<file path="src/rtl/ghost_motion_commit_if.sv">
// Steering bus between the ghost controller (master) and the motion commit block (slave).
interface ghost_motion_commit_if #(
  parameter int unsigned WIDTH  = 640,
  parameter int unsigned HEIGHT = 480,
  parameter int unsigned COLS   = 32,
  parameter int unsigned ROWS   = 24
);
  localparam int unsigned X_W = $clog2(WIDTH);
  localparam int unsigned Y_W = $clog2(HEIGHT);
  localparam int unsigned N_T = ROWS * COLS;

  logic           freeze;
  logic [X_W-1:0] next_x;
  logic [Y_W-1:0] next_y;
  logic [1:0]     ghost_direction;
  logic [N_T-1:0] tilemap_walls;
  logic [X_W-1:0] x;
  logic [Y_W-1:0] y;
  logic [1:0]     committed_dir;
  logic           move_done;
  logic           blocked;
  logic [7:0]     tick_count;

  modport master (
    output freeze, next_x, next_y, ghost_direction, tilemap_walls,
    input  x, y, committed_dir, move_done, blocked, tick_count
  );

  modport slave (
    input  freeze, next_x, next_y, ghost_direction, tilemap_walls,
    output x, y, committed_dir, move_done, blocked, tick_count
  );
endinterface

</file>
<file path="src/rtl/ghost_motion_commit.sv">
// Paces ghost movement with a tick divider, checks the proposed tile against the
// wall map and commits or rejects the move; x/y are fed back to controller and renderer.
module ghost_motion_commit #(
  parameter int unsigned TICK_DIV  = 8,
  parameter int unsigned TILE_SIZE = 20,
  parameter int unsigned WIDTH     = 640,
  parameter int unsigned HEIGHT    = 480,
  parameter int unsigned COLS      = 32,
  parameter int unsigned ROWS      = 24,
  parameter int unsigned SPAWN_X   = 300,
  parameter int unsigned SPAWN_Y   = 200
) (
  input logic                  clk,
  input logic                  reset,
  ghost_motion_commit_if.slave bus
);
  localparam int unsigned X_W   = $clog2(WIDTH);
  localparam int unsigned Y_W   = $clog2(HEIGHT);
  localparam int unsigned IDX_W = $clog2(ROWS * COLS);
  localparam int unsigned DIV_W = $clog2(TICK_DIV);

  localparam logic [1:0] DIR_LEFT = 2'd2;

  localparam logic [1:0] S_IDLE   = 2'd0;
  localparam logic [1:0] S_SAMPLE = 2'd1;
  localparam logic [1:0] S_LOOKUP = 2'd2;
  localparam logic [1:0] S_COMMIT = 2'd3;

  logic [1:0]       state_q, state_d;
  logic [DIV_W-1:0] div_q, div_d;
  logic [X_W-1:0]   req_x_q, req_x_d;
  logic [Y_W-1:0]   req_y_q, req_y_d;
  logic [1:0]       req_dir_q, req_dir_d;
  logic             bad_q, bad_d;
  logic [X_W-1:0]   x_q, x_d;
  logic [Y_W-1:0]   y_q, y_d;
  logic [1:0]       dir_q, dir_d;
  logic             move_done_q, move_done_d;
  logic             blocked_q, blocked_d;
  logic [7:0]       tick_count_q, tick_count_d;

  logic             tick_c;
  logic [X_W-1:0]   col_c;
  logic [Y_W-1:0]   row_c;
  logic [IDX_W-1:0] idx_c;
  logic             oor_c;
  logic             wall_c;

  assign tick_c = !bus.freeze && (div_q == DIV_W'(TICK_DIV - 1));

  // Tile lookup; an out-of-range request (including x underflow wrap) never indexes the map.
  assign col_c  = req_x_q / X_W'(TILE_SIZE);
  assign row_c  = req_y_q / Y_W'(TILE_SIZE);
  assign idx_c  = IDX_W'(row_c) * IDX_W'(COLS) + IDX_W'(col_c);
  assign oor_c  = (req_x_q >= X_W'(WIDTH)) || (req_y_q >= Y_W'(HEIGHT));
  assign wall_c = !oor_c && bus.tilemap_walls[idx_c];

  always_comb begin
    state_d      = state_q;
    div_d        = div_q;
    req_x_d      = req_x_q;
    req_y_d      = req_y_q;
    req_dir_d    = req_dir_q;
    bad_d        = bad_q;
    x_d          = x_q;
    y_d          = y_q;
    dir_d        = dir_q;
    move_done_d  = 1'b0;
    blocked_d    = blocked_q;
    tick_count_d = tick_count_q;

    if (!bus.freeze) begin
      div_d = tick_c ? '0 : div_q + DIV_W'(1);
    end

    case (state_q)
      S_IDLE: begin
        if (tick_c) state_d = S_SAMPLE;
      end
      S_SAMPLE: begin
        req_x_d   = bus.next_x;
        req_y_d   = bus.next_y;
        req_dir_d = bus.ghost_direction;
        state_d   = S_LOOKUP;
      end
      S_LOOKUP: begin
        bad_d   = oor_c || wall_c;
        state_d = S_COMMIT;
      end
      S_COMMIT: begin
        move_done_d = 1'b1;
        if (!bad_q) begin
          x_d          = req_x_q;
          y_d          = req_y_q;
          dir_d        = req_dir_q;
          tick_count_d = tick_count_q + 8'd1;
          blocked_d    = 1'b0;
        end else begin
          blocked_d = 1'b1;
        end
        state_d = S_IDLE;
      end
      default: state_d = S_IDLE;
    endcase
  end

  always_ff @(posedge clk) begin
    if (reset) begin
      state_q      <= S_IDLE;
      div_q        <= '0;
      req_x_q      <= '0;
      req_y_q      <= '0;
      req_dir_q    <= DIR_LEFT;
      bad_q        <= 1'b0;
      x_q          <= X_W'(SPAWN_X);
      y_q          <= Y_W'(SPAWN_Y);
      dir_q        <= DIR_LEFT;
      move_done_q  <= 1'b0;
      blocked_q    <= 1'b0;
      tick_count_q <= '0;
    end else begin
      state_q      <= state_d;
      div_q        <= div_d;
      req_x_q      <= req_x_d;
      req_y_q      <= req_y_d;
      req_dir_q    <= req_dir_d;
      bad_q        <= bad_d;
      x_q          <= x_d;
      y_q          <= y_d;
      dir_q        <= dir_d;
      move_done_q  <= move_done_d;
      blocked_q    <= blocked_d;
      tick_count_q <= tick_count_d;
    end
  end

  assign bus.x             = x_q;
  assign bus.y             = y_q;
  assign bus.committed_dir = dir_q;
  assign bus.move_done     = move_done_q;
  assign bus.blocked       = blocked_q;
  assign bus.tick_count    = tick_count_q;
endmodule

</file>
<file path="src/flat_wrapper.sv">
// flat-port wrapper written by rule: the top's interface ports become plain ports
module ghost_motion_commit_flat 
#(
  parameter int unsigned TICK_DIV  = 8,
  parameter int unsigned TILE_SIZE = 20,
  parameter int unsigned WIDTH     = 640,
  parameter int unsigned HEIGHT    = 480,
  parameter int unsigned COLS      = 32,
  parameter int unsigned ROWS      = 24,
  parameter int unsigned SPAWN_X   = 300,
  parameter int unsigned SPAWN_Y   = 200
)
  (clk, reset, bus_freeze, bus_next_x, bus_next_y, bus_ghost_direction, bus_tilemap_walls, bus_x, bus_y, bus_committed_dir, bus_move_done, bus_blocked, bus_tick_count);
  ghost_motion_commit_if #(.WIDTH(WIDTH), .HEIGHT(HEIGHT), .COLS(COLS), .ROWS(ROWS)) bus_i ();
  input logic clk;
  input logic reset;
  input wire logic [$bits(bus_i.freeze)-1:0] bus_freeze;
  input wire logic [$bits(bus_i.next_x)-1:0] bus_next_x;
  input wire logic [$bits(bus_i.next_y)-1:0] bus_next_y;
  input wire logic [$bits(bus_i.ghost_direction)-1:0] bus_ghost_direction;
  input wire logic [$bits(bus_i.tilemap_walls)-1:0] bus_tilemap_walls;
  output wire logic [$bits(bus_i.x)-1:0] bus_x;
  output wire logic [$bits(bus_i.y)-1:0] bus_y;
  output wire logic [$bits(bus_i.committed_dir)-1:0] bus_committed_dir;
  output wire logic [$bits(bus_i.move_done)-1:0] bus_move_done;
  output wire logic [$bits(bus_i.blocked)-1:0] bus_blocked;
  output wire logic [$bits(bus_i.tick_count)-1:0] bus_tick_count;
  assign bus_i.freeze = bus_freeze;
  assign bus_i.next_x = bus_next_x;
  assign bus_i.next_y = bus_next_y;
  assign bus_i.ghost_direction = bus_ghost_direction;
  assign bus_i.tilemap_walls = bus_tilemap_walls;
  assign bus_x = bus_i.x;
  assign bus_y = bus_i.y;
  assign bus_committed_dir = bus_i.committed_dir;
  assign bus_move_done = bus_i.move_done;
  assign bus_blocked = bus_i.blocked;
  assign bus_tick_count = bus_i.tick_count;
  ghost_motion_commit #(.TICK_DIV(TICK_DIV), .TILE_SIZE(TILE_SIZE), .WIDTH(WIDTH), .HEIGHT(HEIGHT), .COLS(COLS), .ROWS(ROWS), .SPAWN_X(SPAWN_X), .SPAWN_Y(SPAWN_Y)) u_core (.clk(clk), .reset(reset), .bus(bus_i));
endmodule
</file>
<file path="config.mk">
export PLATFORM = sky130hd
export DESIGN_NAME = ghost_motion_commit_flat
export DESIGN_NICKNAME = d
export VERILOG_FILES = /design/src/rtl/ghost_motion_commit_if.sv /design/src/rtl/ghost_motion_commit.sv /design/src/flat_wrapper.sv
export SDC_FILE = /design/constraint.sdc
export NUM_CORES = 1
export LEC_CHECK = 0
export BUFFER_PORTS_ARGS = -buffer_cell sky130_fd_sc_hd__buf_2
export CORE_AREA = 2 2 320 322
export DETAILED_ROUTE_END_ITERATION = 12
export DIE_AREA = 0 0 322 324
export PLACE_DENSITY = 0.35
export SETUP_SLACK_MARGIN = 0.15
export SYNTH_ARGS = -nofsm -noshare
export SYNTH_HDL_FRONTEND = slang
export SYNTH_SLANG_ARGS = --single-unit
export TNS_END_PERCENT = 100
</file>
<file path="constraint.sdc">
create_clock -name clk -period 7.8 [get_ports clk]
set_clock_uncertainty 0.2 [all_clocks]
set_input_delay 1.56 -clock clk [delete_from_list [all_inputs] [get_ports clk]]
set_output_delay 1.56 -clock clk [all_outputs]
set_load 0.02 [all_outputs]
</file>
Yosys cells after proc, flatten, opt, wreduce, memory -nomap -nowiden
Cells that the tools add are included.
{"block": "op_classes", "addsub": 3, "div": 2, "order_cmp": 3, "n_eq_ne": 5, "n_mux": 7, "bitwise_logic": 1, "n_reduce_logical": 8}
{"operator": "$lt 10x11->1 const B", "count": 1}
{"operator": "$add 10x10->10", "count": 1}
{"operator": "$bmux 1 s10", "count": 1}
{"operator": "$div 10x5->10 const B", "count": 1}
{"operator": "$ge 10x10->1 const B", "count": 1}
{"operator": "$div 9x5->9 const B", "count": 1}
{"operator": "$ge 9x9->1 const B", "count": 1}
{"operator": "$add 8x1->8 const B", "count": 1}
{"operator": "$pmux 2 s4", "count": 1}
{"operator": "$eq 2x2->1 const B", "count": 2}
{"operator": "$add 3x1->3 const B", "count": 1}
{"operator": "$eq 3x3->1 const B", "count": 1}
{"operator": "$mux 1", "count": 3}
{"operator": "$mux 3", "count": 1}
{"operator": "$eq 2x1->1 const B", "count": 1}
{"operator": "$logic_and 1x1->1", "count": 2}
{"operator": "$logic_not 1->1", "count": 2}
{"operator": "$logic_not 2->1", "count": 1}
{"operator": "$logic_or 1x1->1", "count": 2}
{"operator": "$mux 2", "count": 1}
{"operator": "$ne 2x1->1 const B", "count": 1}
{"operator": "$reduce_and 2->1", "count": 1}
{"operator": "$not 1->1", "count": 1}
{"block": "word_totals", "regBits": 58, "inputBits": 792, "elab_cells": 41}

Longest topological paths before layout
{"block": "logic_depth", "depth_word": 6, "depth_mapped": 20, "depth_no_buf": 19}

Worst setup path before layout
OpenSTA, ideal clock, no wires.
{"block": "synth_path", "kind": "register -> register", "start": "reg u_core.req_x_q[5]", "end": "reg u_core.bad_q", "setup_ns": 0.087, "arrival_time_ns": 3.769, "required_ns": 7.513, "setup_slack_ns": 3.744, "path_stages_with_launch": 18, "path_buffers": 4, "synth_period_minus_slack_ns": 4.056, "cell_sequence": "dfxtp_1 > buf_6 > nor4b_2 > nor4_1 > and3_4 > or3_1 > buf_2 > maj3_2 > buf_2 > o2111ai_1 > buf_4 > o221ai_1 > a21oi_1 > nor4_1 > a22o_1 > or4_1 > a311o_1 > o31ai_1"}
{"block": "synth_between", "elab_chain_len": 6, "elab_cells_between_ends": 9, "classes_between": "add/sub (1); div (1); order compare (1); mux (2); reduce/logical (4)"}
{"element": "from (decl)", "line": "ghost_motion_commit.sv:31", "rtl": "logic [X_W-1:0] req_x_q, req_x_d;"}
{"element": "from (signal assigned)", "line": "ghost_motion_commit.sv:124", "rtl": "req_x_q <= req_x_d;"}
{"element": "$div 10x5->10", "line": "ghost_motion_commit.sv:52", "rtl": "assign col_c = req_x_q / X_W'(TILE_SIZE);"}
{"element": "$add 10x10->10", "line": "ghost_motion_commit.sv:54", "rtl": "assign idx_c = IDX_W'(row_c) * IDX_W'(COLS) + IDX_W'(col_c);"}
{"element": "$bmux 1 s10", "line": "ghost_motion_commit.sv:56", "rtl": "assign wall_c = !oor_c && bus.tilemap_walls[idx_c];"}
{"element": "$mux 1 (not written as such)", "line": "ghost_motion_commit.sv:56"}
{"element": "$logic_and 1x1->1", "line": "ghost_motion_commit.sv:56"}
{"element": "$logic_or 1x1->1 (*)", "line": "ghost_motion_commit.sv:87", "rtl": "bad_d = oor_c || wall_c;"}
{"element": "to (signal assigned)", "line": "ghost_motion_commit.sv:114", "rtl": "bad_q <= 1'b0;"}
{"element": "to (signal assigned)", "line": "ghost_motion_commit.sv:127", "rtl": "bad_q <= bad_d;"}
{"element": "to (decl)", "line": "ghost_motion_commit.sv:34", "rtl": "logic bad_q, bad_d;"}
Mark *: on every way between the ends. The rest lies on a longest branch, timed or not. The select of a mux whose other input is x is not followed.
A chain may end at the register's enable or synchronous reset.

Worst setup path after layout
Ends and elaborated chain as after synthesis.

==> metrics.md <==
| Metric | Value |
|---|---|
| Outcome | completed |
| Final ANT Viol Nets | 0 |
| Post-synthesis sequential area ratio | 0.118 |
| First-pass GRT wire length | 132000 um |
| Critical Path Source | u_core.req_x_q[5] |
| Die width | 322 um |
| Reg-to-reg startpoint | u_core.req_x_q[5] |
| Final net count | 3035 |
| Via Count | 15600 |
| Mean number of vias per cell | 4.39 |
| Largest net degree at the start of global routing | 102 |
| Setup violators final | 0 |
| HPWL after DPL | 83800 um |
| Boundary pin count | 823 |
| DP Cell Count | 3531 |
| CTS buffer count | 9 |
| Worst skew pair latency | 0.34 ns |
| Unrepaired setup endpoints after global routing | false |
| Critical path cell sequence | nor4bb_1, nor4_1, and3_4, or3_1, maj3_2, o21ai_4, buf_12, buf_4, a221o_1, nand3_1, o21ai_0, o21ai_0, nor4_1, o32a_1, o31ai_1 |
| Post-CTS Setup Repair Bufs | 0 |
| Final WS setup | 1.07 ns |
| Max IR drop VDD | 0.000267 V |
| Synthesis-stage register bit count | 58 |
| Critical path arrival | 6.74 ns |
| Port Buffer Count | 822 |
| Post-synthesis compound-gate area fraction | 0.384 |
| Max Root-Sink Buffers | 2 |
| Yosys cell types | 81 |
| Post-Layout Cell Count | 3562 |
| Cells after synthesis | 1504 |
| Fin. max-slew vios | 0 |
| Post-Synth Simple-Gate Area | 0.278 |
| Hold_ws | 0.252 ns |
| Post-synthesis mux area share | 0.113 |
| Vias in the first global route | 15700 |
| Cell at the slowest stage of the critical path | dfxtp_1 |
| Routed WL per cell | 28.4 um |
| TritonCTS clock tree | done |
| Initial antenna violation count | 50 |
| DIE AREA | 104000 um2 |
| Routed wire length | 101000 um |
| DR DRC count | 0 |
| Post-Synth Adder-Cell Area | 0.0159 |
| Period minus WS final | 6.73 ns |
| Synth Warn # | 0 |
| Fmax | 149 MHz |
| Initial DRC count | 1004 |
| Final RePlAce weighted congestion | 0.830 |
| Slew HR | 0.216 |
| Starting Density | 0.0972 |
| Asr flop ratio synth | 0 |
| Max cap viols | 0 |
| Worst slack, placed | 0.756 ns |
| Final period util | 0.862 |
| CP startpoint kind | flop |
| Largest family of logic cells by synthesized area | compound AO/OA/AOI/OAI gates |
| Resized cells post-CTS | 0 |
| Setup CP Type | reg2reg |
| Row cnt | 117 |
| Area of the mapped netlist | 9810 um2 |
| Syn_nets | 2306 |
| Slew @ Worst Pin | 1.17 ns |
| Worst path required time | 7.81 ns |
| HP Class | reg2reg |
| Fin. Hold Viols | 0 |
| CTS sink count | 58 |
| Core Area | 101000 um2 |
| Clk pin slew, worst setup/hold paths | 0.06 ns |
| Synth-to-Final Area Change | 60.5% |
| CP max FO | 36 |
| Chip Height | 324 um |
| Post-synth top flop | dfxtp_1 |
| Power Density | 444 nW/um2 |
| Post-synth EDFFs | 0 |
| Pwr Total | 6990 uW |
| Initial DRT Pass Iterations | 5 |
| Clock root buffer | clkbuf_16 |
| H-tree depth | 3 |
| Worst Min Path Start | u_core.bus.x[7] |
| Share of layout cells above drive strength 1 | 0.422 |
| Leak pwr | 0.00683 uW |
| Avg Inst Size Synth | 6.52 um2 |
| CP Capture Type | flop |
| Crit-path max cell delay | 0.94 ns |
| CTS Hold Buffers Added | 0 |
| Global route overflow | 0 |
| Final setup TNS | 0 ns |
| Global-route usage over all layers | 0.183 |
| Synth Area in XOR/XNOR | 0.0116 |
[cell type report]
cell class | instances | area (um2)
clock buffer | 11 | 243
sequential | 58 | 1160
fill | 12000 | 85300
inverter | 13 | 48.8
clock inverter | 5 | 30.0
antenna | 15 | 37.5
timing repair buffer | 877 | 4580
multi-input combinational | 1274 | 8020
tap | 1309 | 1640
[worst max-delay path, delay by kind of cell (launching register included)]
kind / cells / cell delay (ns)
and+or+nand+nor: 6 / 1.81
buffers and inverters: 2 / 0.66
DFF: 1 / 0.94
adders and majority gates: 1 / 0.51
AOI/OAI and AO/OA: 6 / 2.39
[sequential cells by signal, indices dropped and copies added (netlist names), 2 cells and up]
register / cells
u_core.req_y_q: 9
u_core.bus.x: 10
u_core.div_q: 3
u_core.bus.committed_dir: 2
u_core.bus.tick_count: 8
u_core.req_dir_q: 2
u_core.req_x_q: 10
u_core.bus.y: 9
u_core.state_q: 2
[logic make-up after synthesis]
kind of cell / after synthesis
AOI/OAI and AO/OA: 542
xor gates and xnor gates: 13
adders and majority gates: 13
buffers and inverters: 172
DFF: 58
muxes: 100
and+or+nand+nor: 606
[synthesized netlist by cell type (41+ instances only)]
cell	count	share of area
buf_2	70	0.036
nor2_1	110	0.042
o21ai_0	73	0.037
a21oi_1	100	0.051
o221ai_1	78	0.070
nand3_1	83	0.042
nand2_1	285	0.11
clkbuf_1	65	0.025
o22ai_1	80	0.051
mux2i_1	84	0.086
dfxtp_1	58	0.12
a31oi_1	41	0.026
[where the power goes]
part	switching [uW]	internal (uW)	total (uW)
Combinational	4370	1840	6210
Clock	147	222	368
Sequential	86.2	329	416
[layout by cell type (no fill, tap or decap), types with 5 or more instances in the layout]
| cell | n |
|---|---|
| o21a_1 | 6 |
| a311oi_1 | 11 |
| xnor2_1 | 8 |
| buf_2 | 822 |
| o22ai_1 | 80 |
| nor2b_1 | 6 |
| a21o_1 | 5 |
| a22oi_1 | 5 |
| nor2_1 | 105 |
| o211a_1 | 9 |
| nand4_1 | 8 |
| o41ai_1 | 14 |
| o211ai_1 | 9 |
| nor3_1 | 31 |
| a21oi_1 | 98 |
| mux4_2 | 8 |
| clkbuf_16 | 9 |
| inv_1 | 12 |
| mux2_2 | 8 |
| nor4_1 | 17 |
| nand2b_1 | 12 |
| nand3_1 | 83 |
| or3_1 | 7 |
| o221ai_1 | 77 |
| o31ai_1 | 10 |
| a211oi_1 | 19 |
| buf_4 | 51 |
| nand2_1 | 280 |
| diode_2 | 15 |
| o21ai_0 | 73 |
| ha_1 | 9 |
| mux2i_1 | 83 |
| a32oi_1 | 5 |
| a31oi_1 | 41 |
| o2111ai_1 | 5 |
| dfxtp_1 | 58 |
| and3_1 | 9 |
| a221oi_1 | 25 |
| xor2_1 | 5 |
[worst paths after layout]
check        slack, ns               to  depth (start not counted)
max               1.07     u_core.bad_q                         15
min               0.25  u_core.bus.x[7]                          2
max reg2reg       1.07     u_core.bad_q                         15
min reg2reg       0.25  u_core.bus.x[7]                          2
[metal layers]
layer  track usage  part of all wire  up-vias
met5             0            0.0015        -
met4        0.0309             0.016       26
met3        0.0270             0.054       92
met2         0.331              0.50      706
met1         0.231              0.43     7534
li1              -                 -     7281
[metrics by stage]
stage | util | instance area, um2
2_1_floorplan | - | 9810
3_3_place_gp | 0.153 | 15400
3_5_place_dp | 0.153 | 15400
4_1_cts | 0.156 | 15700
5_1_grt | 0.156 | 15700
6_report | 0.156 | 15800
(Power assumes the default switching activity.)
